===== src/rtl/cobalt_pkg.sv =====
// rtl/cobalt_pkg.sv - shared types for the Cobalt load/store issue queue
package cobalt_pkg;

  localparam int TAG_W = 6;
  localparam int XLEN  = 32;

  typedef enum logic {
    OP_LOAD  = 1'b0,
    OP_STORE = 1'b1
  } op_kind_e;

  typedef struct packed {
    logic             valid;
    op_kind_e         kind;
    logic             base_rdy;
    logic [TAG_W-1:0] base_tag;
    logic [XLEN-1:0]  base_val;
    logic             data_rdy;
    logic [TAG_W-1:0] data_tag;
    logic [XLEN-1:0]  data_val;
    logic [15:0]      imm;
    logic [TAG_W-1:0] dst_tag;
  } lsq_entry_t;

  function automatic logic [XLEN-1:0] ea_calc(input logic [XLEN-1:0] base,
                                              input logic [15:0] imm);
    return base + {{(XLEN-16){imm[15]}}, imm};
  endfunction

endpackage


===== src/rtl/ls_operand_slot.sv =====
// rtl/ls_operand_slot.sv - next-state of one operand: dispatch write plus CDB capture
module ls_operand_slot #(
  parameter int TAG_W = cobalt_pkg::TAG_W
) (
  input  logic             wr_en,
  input  logic             wr_rdy,
  input  logic [TAG_W-1:0] wr_tag,
  input  logic [31:0]      wr_val,
  input  logic             cur_rdy,
  input  logic [TAG_W-1:0] cur_tag,
  input  logic [31:0]      cur_val,
  input  logic             cdb_valid,
  input  logic [TAG_W-1:0] cdb_tag,
  input  logic [31:0]      cdb_data,
  output logic             nxt_rdy,
  output logic [TAG_W-1:0] nxt_tag,
  output logic [31:0]      nxt_val
);
  import cobalt_pkg::*;

  logic wr_hit;
  logic cur_hit;

  assign wr_hit  = cdb_valid && (cdb_tag == wr_tag);
  assign cur_hit = cdb_valid && !cur_rdy && (cdb_tag == cur_tag);

  always_comb begin
    nxt_rdy = cur_rdy;
    nxt_tag = cur_tag;
    nxt_val = cur_val;
    if (wr_en) begin
      nxt_tag = wr_tag;
      // a broadcast in the dispatch cycle would otherwise be missed forever
      if (wr_rdy) begin
        nxt_rdy = 1'b1;
        nxt_val = wr_val;
      end else if (wr_hit) begin
        nxt_rdy = 1'b1;
        nxt_val = cdb_data;
      end else begin
        nxt_rdy = 1'b0;
        nxt_val = wr_val;
      end
    end else if (cur_hit) begin
      nxt_rdy = 1'b1;
      nxt_val = cdb_data;
    end
  end

endmodule


===== src/rtl/ls_issue_queue.sv =====
// rtl/ls_issue_queue.sv - in-order load/store issue queue feeding the data cache
module ls_issue_queue #(
  parameter int DEPTH = 4,
  parameter int TAG_W = cobalt_pkg::TAG_W
) (
  input  logic             clk,
  input  logic             rst_n,
  input  logic             flush,
  input  logic             disp_valid,
  output logic             disp_ready,
  input  logic             disp_is_store,
  input  logic             disp_base_rdy,
  input  logic [TAG_W-1:0] disp_base_tag,
  input  logic [31:0]      disp_base_val,
  input  logic             disp_data_rdy,
  input  logic [TAG_W-1:0] disp_data_tag,
  input  logic [31:0]      disp_data_val,
  input  logic [15:0]      disp_imm,
  input  logic [TAG_W-1:0] disp_dst_tag,
  input  logic             cdb_valid,
  input  logic [TAG_W-1:0] cdb_tag,
  input  logic [31:0]      cdb_data,
  output logic             dc_valid,
  output logic             dc_wen,
  output logic [31:0]      dc_addr,
  output logic [31:0]      dc_wdata,
  output logic [TAG_W-1:0] dc_tag
);
  import cobalt_pkg::*;

  localparam int PTR_W = $clog2(DEPTH);
  localparam int CNT_W = PTR_W + 1;

  logic [PTR_W-1:0] head_q, head_d, tail_q, tail_d;
  logic [CNT_W-1:0] count_q, count_d;
  lsq_entry_t       ent_q [DEPTH];
  lsq_entry_t       ent_d [DEPTH];
  lsq_entry_t       hd;

  logic             dc_valid_q, dc_valid_d;
  logic             dc_wen_q, dc_wen_d;
  logic [31:0]      dc_addr_q, dc_addr_d;
  logic [31:0]      dc_wdata_q, dc_wdata_d;
  logic [TAG_W-1:0] dc_tag_q, dc_tag_d;

  logic             enq, can_issue, iss;
  logic             data_wr_rdy;
  logic [31:0]      data_wr_val;
  logic [DEPTH-1:0] slot_wr;

  logic [DEPTH-1:0] b_rdy_n, d_rdy_n;
  logic [TAG_W-1:0] b_tag_n [DEPTH];
  logic [TAG_W-1:0] d_tag_n [DEPTH];
  logic [31:0]      b_val_n [DEPTH];
  logic [31:0]      d_val_n [DEPTH];

  // loads carry no store data: mark it ready with a zero value
  assign data_wr_rdy = disp_is_store ? disp_data_rdy : 1'b1;
  assign data_wr_val = disp_is_store ? disp_data_val : 32'h0;

  assign hd         = ent_q[head_q];
  assign disp_ready = (count_q != CNT_W'(DEPTH));
  assign enq        = disp_valid && disp_ready && !flush;
  assign can_issue  = (count_q != '0) && hd.valid && hd.base_rdy &&
                      ((hd.kind == OP_LOAD) || hd.data_rdy);
  assign iss        = can_issue && !flush;

  for (genvar g = 0; g < DEPTH; g++) begin : g_ent
    assign slot_wr[g] = enq && (tail_q == PTR_W'(g));

    ls_operand_slot #(.TAG_W(TAG_W)) u_base (
      .wr_en     (slot_wr[g]),
      .wr_rdy    (disp_base_rdy),
      .wr_tag    (disp_base_tag),
      .wr_val    (disp_base_val),
      .cur_rdy   (ent_q[g].base_rdy),
      .cur_tag   (ent_q[g].base_tag),
      .cur_val   (ent_q[g].base_val),
      .cdb_valid (cdb_valid),
      .cdb_tag   (cdb_tag),
      .cdb_data  (cdb_data),
      .nxt_rdy   (b_rdy_n[g]),
      .nxt_tag   (b_tag_n[g]),
      .nxt_val   (b_val_n[g])
    );

    ls_operand_slot #(.TAG_W(TAG_W)) u_data (
      .wr_en     (slot_wr[g]),
      .wr_rdy    (data_wr_rdy),
      .wr_tag    (disp_data_tag),
      .wr_val    (data_wr_val),
      .cur_rdy   (ent_q[g].data_rdy),
      .cur_tag   (ent_q[g].data_tag),
      .cur_val   (ent_q[g].data_val),
      .cdb_valid (cdb_valid),
      .cdb_tag   (cdb_tag),
      .cdb_data  (cdb_data),
      .nxt_rdy   (d_rdy_n[g]),
      .nxt_tag   (d_tag_n[g]),
      .nxt_val   (d_val_n[g])
    );
  end

  always_comb begin
    head_d     = head_q;
    tail_d     = tail_q;
    count_d    = count_q;
    dc_valid_d = 1'b0;
    dc_wen_d   = 1'b0;
    dc_addr_d  = dc_addr_q;
    dc_wdata_d = dc_wdata_q;
    dc_tag_d   = dc_tag_q;
    for (int i = 0; i < DEPTH; i++) begin
      ent_d[i]          = ent_q[i];
      ent_d[i].base_rdy = b_rdy_n[i];
      ent_d[i].base_tag = b_tag_n[i];
      ent_d[i].base_val = b_val_n[i];
      ent_d[i].data_rdy = d_rdy_n[i];
      ent_d[i].data_tag = d_tag_n[i];
      ent_d[i].data_val = d_val_n[i];
    end

    if (flush) begin
      head_d  = '0;
      tail_d  = '0;
      count_d = '0;
      for (int i = 0; i < DEPTH; i++) ent_d[i].valid = 1'b0;
    end else begin
      if (enq) begin
        ent_d[tail_q].valid   = 1'b1;
        ent_d[tail_q].kind    = disp_is_store ? OP_STORE : OP_LOAD;
        ent_d[tail_q].imm     = disp_imm;
        ent_d[tail_q].dst_tag = disp_dst_tag;
        tail_d                = tail_q + 1'b1;
      end
      if (iss) begin
        ent_d[head_q].valid = 1'b0;
        head_d              = head_q + 1'b1;
        dc_valid_d          = 1'b1;
        dc_wen_d            = (hd.kind == OP_STORE);
        dc_addr_d           = ea_calc(hd.base_val, hd.imm);
        dc_wdata_d          = hd.data_val;
        dc_tag_d            = hd.dst_tag;
      end
      case ({enq, iss})
        2'b10:   count_d = count_q + 1'b1;
        2'b01:   count_d = count_q - 1'b1;
        default: count_d = count_q;
      endcase
    end
  end

  always_ff @(posedge clk or negedge rst_n) begin
    if (!rst_n) begin
      head_q     <= '0;
      tail_q     <= '0;
      count_q    <= '0;
      for (int i = 0; i < DEPTH; i++) ent_q[i] <= '0;
      dc_valid_q <= 1'b0;
      dc_wen_q   <= 1'b0;
      dc_addr_q  <= '0;
      dc_wdata_q <= '0;
      dc_tag_q   <= '0;
    end else begin
      head_q     <= head_d;
      tail_q     <= tail_d;
      count_q    <= count_d;
      for (int i = 0; i < DEPTH; i++) ent_q[i] <= ent_d[i];
      dc_valid_q <= dc_valid_d;
      dc_wen_q   <= dc_wen_d;
      dc_addr_q  <= dc_addr_d;
      dc_wdata_q <= dc_wdata_d;
      dc_tag_q   <= dc_tag_d;
    end
  end

  assign dc_valid = dc_valid_q;
  assign dc_wen   = dc_wen_q;
  assign dc_addr  = dc_addr_q;
  assign dc_wdata = dc_wdata_q;
  assign dc_tag   = dc_tag_q;

endmodule

===== config.mk =====
export PLATFORM = sky130hd
export DESIGN_NAME = ls_issue_queue
export DESIGN_NICKNAME = d
export VERILOG_FILES = /design/src/rtl/cobalt_pkg.sv /design/src/rtl/ls_operand_slot.sv /design/src/rtl/ls_issue_queue.sv
export SDC_FILE = /design/constraint.sdc
export NUM_CORES = 1
export LEC_CHECK = 0
export ABC_CLOCK_PERIOD_IN_PS = 5500
export CAP_MARGIN = 20
export CORE_ASPECT_RATIO = 1.4
export CORE_UTILIZATION = 55
export DETAILED_ROUTE_END_ITERATION = 7
export GPL_TIMING_DRIVEN = 0
export HOLD_SLACK_MARGIN = 0.02
export PLACE_DENSITY = 0.76
export SLEW_MARGIN = 20
export SYNTH_ARGS = -nofsm -noshare
export SYNTH_HDL_FRONTEND = slang
export SYNTH_HIERARCHICAL = 1
export SYNTH_SLANG_ARGS = --single-unit

===== constraint.sdc =====
create_clock -name clk -period 5.5 [get_ports clk]
set_clock_uncertainty 0.2 [all_clocks]
set_input_delay 1.1 -clock clk [delete_from_list [all_inputs] [get_ports clk]]
set_output_delay 1.1 -clock clk [all_outputs]
set_load 0.01 [all_outputs]

### Word-level counts from Yosys, hierarchy flattened

Index checks and enable logic that the tools add are counted.

* $lt $le $gt $ge: 4
* reductions and logical operators: 46
* eq/ne operators: 16
* add/sub/neg operators: 5
* bitwise gates (word level): 4
* mux-type cells: 90

Operators by type and width (number)
* $bwmux 408: 5
* $mux 408: 3
* $demux 102 s2: 5
* $mux 32: 21
* $mux 102: 4
* $mux 100: 4
* $bmux 102 s2: 1
* $mux 101: 1
* $eq 6x6->1: 10
* $mux 6: 9
* $add 32x32->32: 1
* $logic_and 1x1->1: 30
* $mux 1: 30
* $mux 22: 1
* $logic_not 1->1: 9
* $mux 2: 4
* $eq 2x2->1 const B: 3
* $ge 3x3->1 const B: 2
* $lt 3x1->1 const B: 2
* $not 2->3: 2
* $pmux 3 s2: 1
* $reduce_bool 3->1: 2
* $add 2x1->2 const B: 2
* $eq 2x1->1 const B: 2
* 9 further kinds: 11

* output and inout bits: 73
* logic and storage cells: 213
* input bits: 144
* flip-flop bits (word level): 487

### Logic depth before layout (Yosys ltp)

* word-level depth: 14
* gate-level depth with buffers: 14
* mapped depth without buffers: 11

### Cells and area by module

Netlist, hierarchy kept.

Modules (own cells, without submodules)
* ls_issue_queue: area an instance 18686.7 µm², cells an instance 1273, seq. area each 12186.7 µm², instances 1
* ls_operand_slot: area an instance 867.1 µm², cells an instance 109, seq. area each 0.0 µm², instances 8

### Least setup slack after synthesis

No wires, ideal clock.

* path type: reg-to-reg
* from: register head_q[0]
* to: register dc_addr_q[26], in the netlist dc_addr[26]
* stages on the path, launching flop included: 14
* data required time: 5196 ps
* period minus slack after synthesis: 4131 ps
* library setup time: 104 ps
* path buffers: 4
* data arrival time: 3827 ps
* slack: 1369 ps
* path through: dfrtp_1 -> buf_2 -> buf_1 -> buf_2 -> mux4_2 -> ha_1 -> buf_6 -> and3_1 -> a221o_1 -> a21o_1 -> o311ai_4 -> a211oi_1 -> mux2_1 -> o311ai_1

* word-level cells in the longest chain between the ends: 9
* elaborated cells between the ends (all ways): 12
* those cells by class: 1 x add/sub; 3 x mux; 2 x bitwise; 6 x reduce/logical

RTL lines
* from (decl): line ls_issue_queue.sv:34 `logic [PTR_W-1:0] head_q, head_d, tail_q, tail_d;`
* from (signal assigned): line ls_issue_queue.sv:155 `head_q <= '0;`
* from (signal assigned): line ls_issue_queue.sv:165 `head_q <= head_d;`
* $not 2->3 (implied by the code) *: line ls_issue_queue.sv:61 `assign hd = ent_q[head_q];`
* $bmux 102 s2 *: line ls_issue_queue.sv:61
* $mux 102 (implied by the code) * (2 in a row): line ls_issue_queue.sv:61
* branches (longest 5 deep; another with $add 32x32->32)
* to (signal assigned): line ls_issue_queue.sv:171 `dc_addr_q <= dc_addr_d;`
* to (decl): line ls_issue_queue.sv:42 `logic [31:0] dc_addr_q, dc_addr_d;`

Mark *: on every way between the ends. The select of a mux whose other input is x is not followed.
A chain may end at the register's enable or synchronous reset.

### Final worst setup path

* from: register head_q[1]
* to: register dc_addr_q[28], in the netlist dc_addr[28]

Same word-level chain as after synthesis.

==> impl_metrics.json <==
{
  "overflow": 0,
  "seqCellArea_um2": 12200,
  "drv_cap": 0,
  "grt_max_degree": 97,
  "num_rows": 93,
  "crit_path_max_fanout": 10,
  "hold-worst-slack_ps": 235,
  "fin_util_pct": 66.3,
  "peakVddDrop_uv": 284,
  "postRouteAntennaNets": 0,
  "start_kind": "flip-flop",
  "ys_warn_count": 6,
  "dr.pass1.iters": 8,
  "status": "completed",
  "end_kind": "flip-flop",
  "finalNonFillerCells": 3073,
  "p_per_area_nw_per_um2": 511,
  "slew_violations": 0,
  "required_ps": 5780,
  "avgViaCountPerCell": 6.77,
  "final_common_cell": "dfrtp_1",
  "cts.sinks": 487,
  "power.leakage_uw": 0.0143,
  "layout.nets": 2599,
  "timing.slew.headroom_pct": 27.9,
  "start_util_pct": 55.7,
  "finalSetupTns_ps": 0,
  "cts_tree": "built",
  "timing.final.crit_share_pct": 95.5,
  "cts_buffers": 48,
  "clkTransAtPathRegs_ps": 70,
  "postCtsHoldBufs": 0,
  "io_buffer_count": 214,
  "wl_mm": 83.1,
  "syn-cell-area_um2": 25600,
  "place.gp.congestion": 0.930,
  "power.total_uw": 15600,
  "first_global_vias": 21300,
  "area_growth_pct": 19.0,
  "ys_seq_area_share_pct": 47.6,
  "synth_edf_count": 0,
  "ys_top_cells_by_area": "dfrtp_1 (48%), a221o_1 (10%), mux4_2 (7.7%)",
  "synth_fp_nets": 2330,
  "postCtsSetupRepairBufs": 0,
  "core_area_um2": 46000,
  "die_w_um": 184,
  "route.detailed.drc": 0,
  "cts_root_buf": "clkbuf_16",
  "die_h_um": 257,
  "finalHoldViolations": 0,
  "drtIter0Drc": 2119,
  "synthArstFlopShare_pct": 100,
  "setup_viol": 0,
  "hp-class": "input port to asynchronous set/reset pin",
  "post-place-cells": 2982,
  "fill_cells": 3462,
  "yosysTopAreaCellShare_pct": 47.6,
  "ios": 217,
  "cts.htree.levels": 2,
  "yosysTopAreaCell": "dfrtp_1",
  "cp.arrival_ps": 5530,
  "synth_cell_type_count": 64,
  "clock.fmax_ghz": 0.190,
  "layout_common_cells": "dfrtp_1 (487), and3_1 (260), a221o_1 (257), clkdlybuf4s50_1 (213), nand2_1 (194)",
  "vias": 20800,
  "dieArea_um2": 47500,
  "synthCells": 2145,
  "drive_gt1_share_pct": 16.8,
  "ys_ff_latch": 487,
  "multi_input_area_um2": 12400,
  "grt_setup_unrepaired": "false",
  "globalRouteTotalUtil_pct": 35.4,
  "grt_pass1_wl_mm": 126,
  "synth-main-ff-cell": "dfrtp_1",
  "clockBufferDepth": 3,
  "antenna_found_initial": 8,
  "min_period_ps": 5250,
  "cts_repair_resize_count": 0,
  "avgRoutedWirePerCell_um": 27.0,
  "hpwl_mm": 58.8,
  "worstSetupPathType": "flip-flop to flip-flop",
  "syn_avg_cell_area_um2": 11.9,
  "clock_latency_ps": 600,
  "tightest_slew_ps": 1080
}
logic make-up after synthesis:
group / Yosys count / share of synthesized area [%]
xor gates and xnor gates: 123 / 4.20
DFF: 487 / 47.6
AOI/OAI and AO/OA: 426 / 14.5
buffers and inverters: 198 / 4.05
muxes: 233 / 14.1
and+or+nand+nor: 637 / 13.5
adders and majority gates: 41 / 2.06
worst paths after layout:
kind                                     startpoint                    endpoint  slack [ps]  cells after the start
setup / recovery              head_q[1]$_DFFE_PN0P_     dc_addr[28]$_DFFE_PN0P_         250                     12
hold / removal                                rst_n     dc_addr[25]$_DFFE_PN0P_         240                      1
setup reg to reg              head_q[1]$_DFFE_PN0P_     dc_addr[28]$_DFFE_PN0P_         250                     12
hold reg to reg            dc_wdata[20]$_DFFE_PN0P_    dc_wdata[20]$_DFFE_PN0P_         270                      2
max in group asynchronous                     rst_n  asynchronous set/reset pin        2740                      5
min in group clk           dc_wdata[20]$_DFFE_PN0P_    dc_wdata[20]$_DFFE_PN0P_         270                      2
cells in the mapped netlist (3+ instances only):
cell / n
dfrtp_1: 487
and3_1: 260
a221o_1: 257
nand2_1: 194
mux2_2: 140
clkbuf_1: 91
mux4_2: 88
xor2_1: 82
a21oi_1: 53
xnor2_1: 41
ha_1: 39
buf_2: 36
nor2_1: 36
and2_1: 35
buf_6: 33
o21ai_0: 32
inv_1: 25
nor3_1: 24
a21o_1: 16
nand3_1: 13
nand2b_1: 12
buf_1: 11
nor2b_1: 11
and4_1: 10
nand4_1: 9
nor3_2: 9
nand3b_1: 8
nand4b_1: 8
o22ai_2: 8
o31ai_1: 7
a22oi_1: 5
o21ai_1: 5
a31oi_1: 4
mux2i_1: 4
o211ai_1: 4
o21a_1: 4
o21bai_1: 4
a2111o_1: 3
o31a_1: 3
metrics by stage:
step	cell area (um2)	worst slack [ps]
final	30500	248
after global routing	30500	131
after CTS	30500	91.5
after detailed placement	28700	113
after global placement	28500	-17540
after floorplan	25600	1370
per-layer routing:
metal / track usage (%) / up-vias / part of all wire (%)
met5: 0 / - / 0.10
met4: 21.9 / 14 / 6.8
met3: 6.72 / 362 / 9.1
met2: 58.2 / 1346 / 49
met1: 42.7 / 10300 / 36
li1: - / 8738 / -
where the power goes:
part	total, uW	switching (uW)	internal, uW
Sequential	5970	907	5060
Clock	3680	1470	2200
Combinational	5920	2910	3010
Total	15600	5290	10300
final cells by class:
cell class,count,share of cell area [%]
Clock buffer,68,4.58
Buffer,171,3.07
Sequential cell,487,40.0
Clock inverter,22,1.23
Tap cell,617,2.53
Antenna cell,2,0.0164
Timing Repair Buffer,220,7.53
Inverter,26,0.320
Multi-Input combinational cell,1460,40.7
critical path, stage by stage, from the launching register on:
cell and delay, ps:
dfrtp_1 370, buf_2 260, clkbuf_1 670, clkbuf_1 780, mux4_2 460, ha_1 450, and3_1 290, nand4_1 110
a211oi_1 540, nor3_2 190, nor4b_1 470, nor4_1 110, o31ai_1 240
Power figures use the tool's default switching activity.
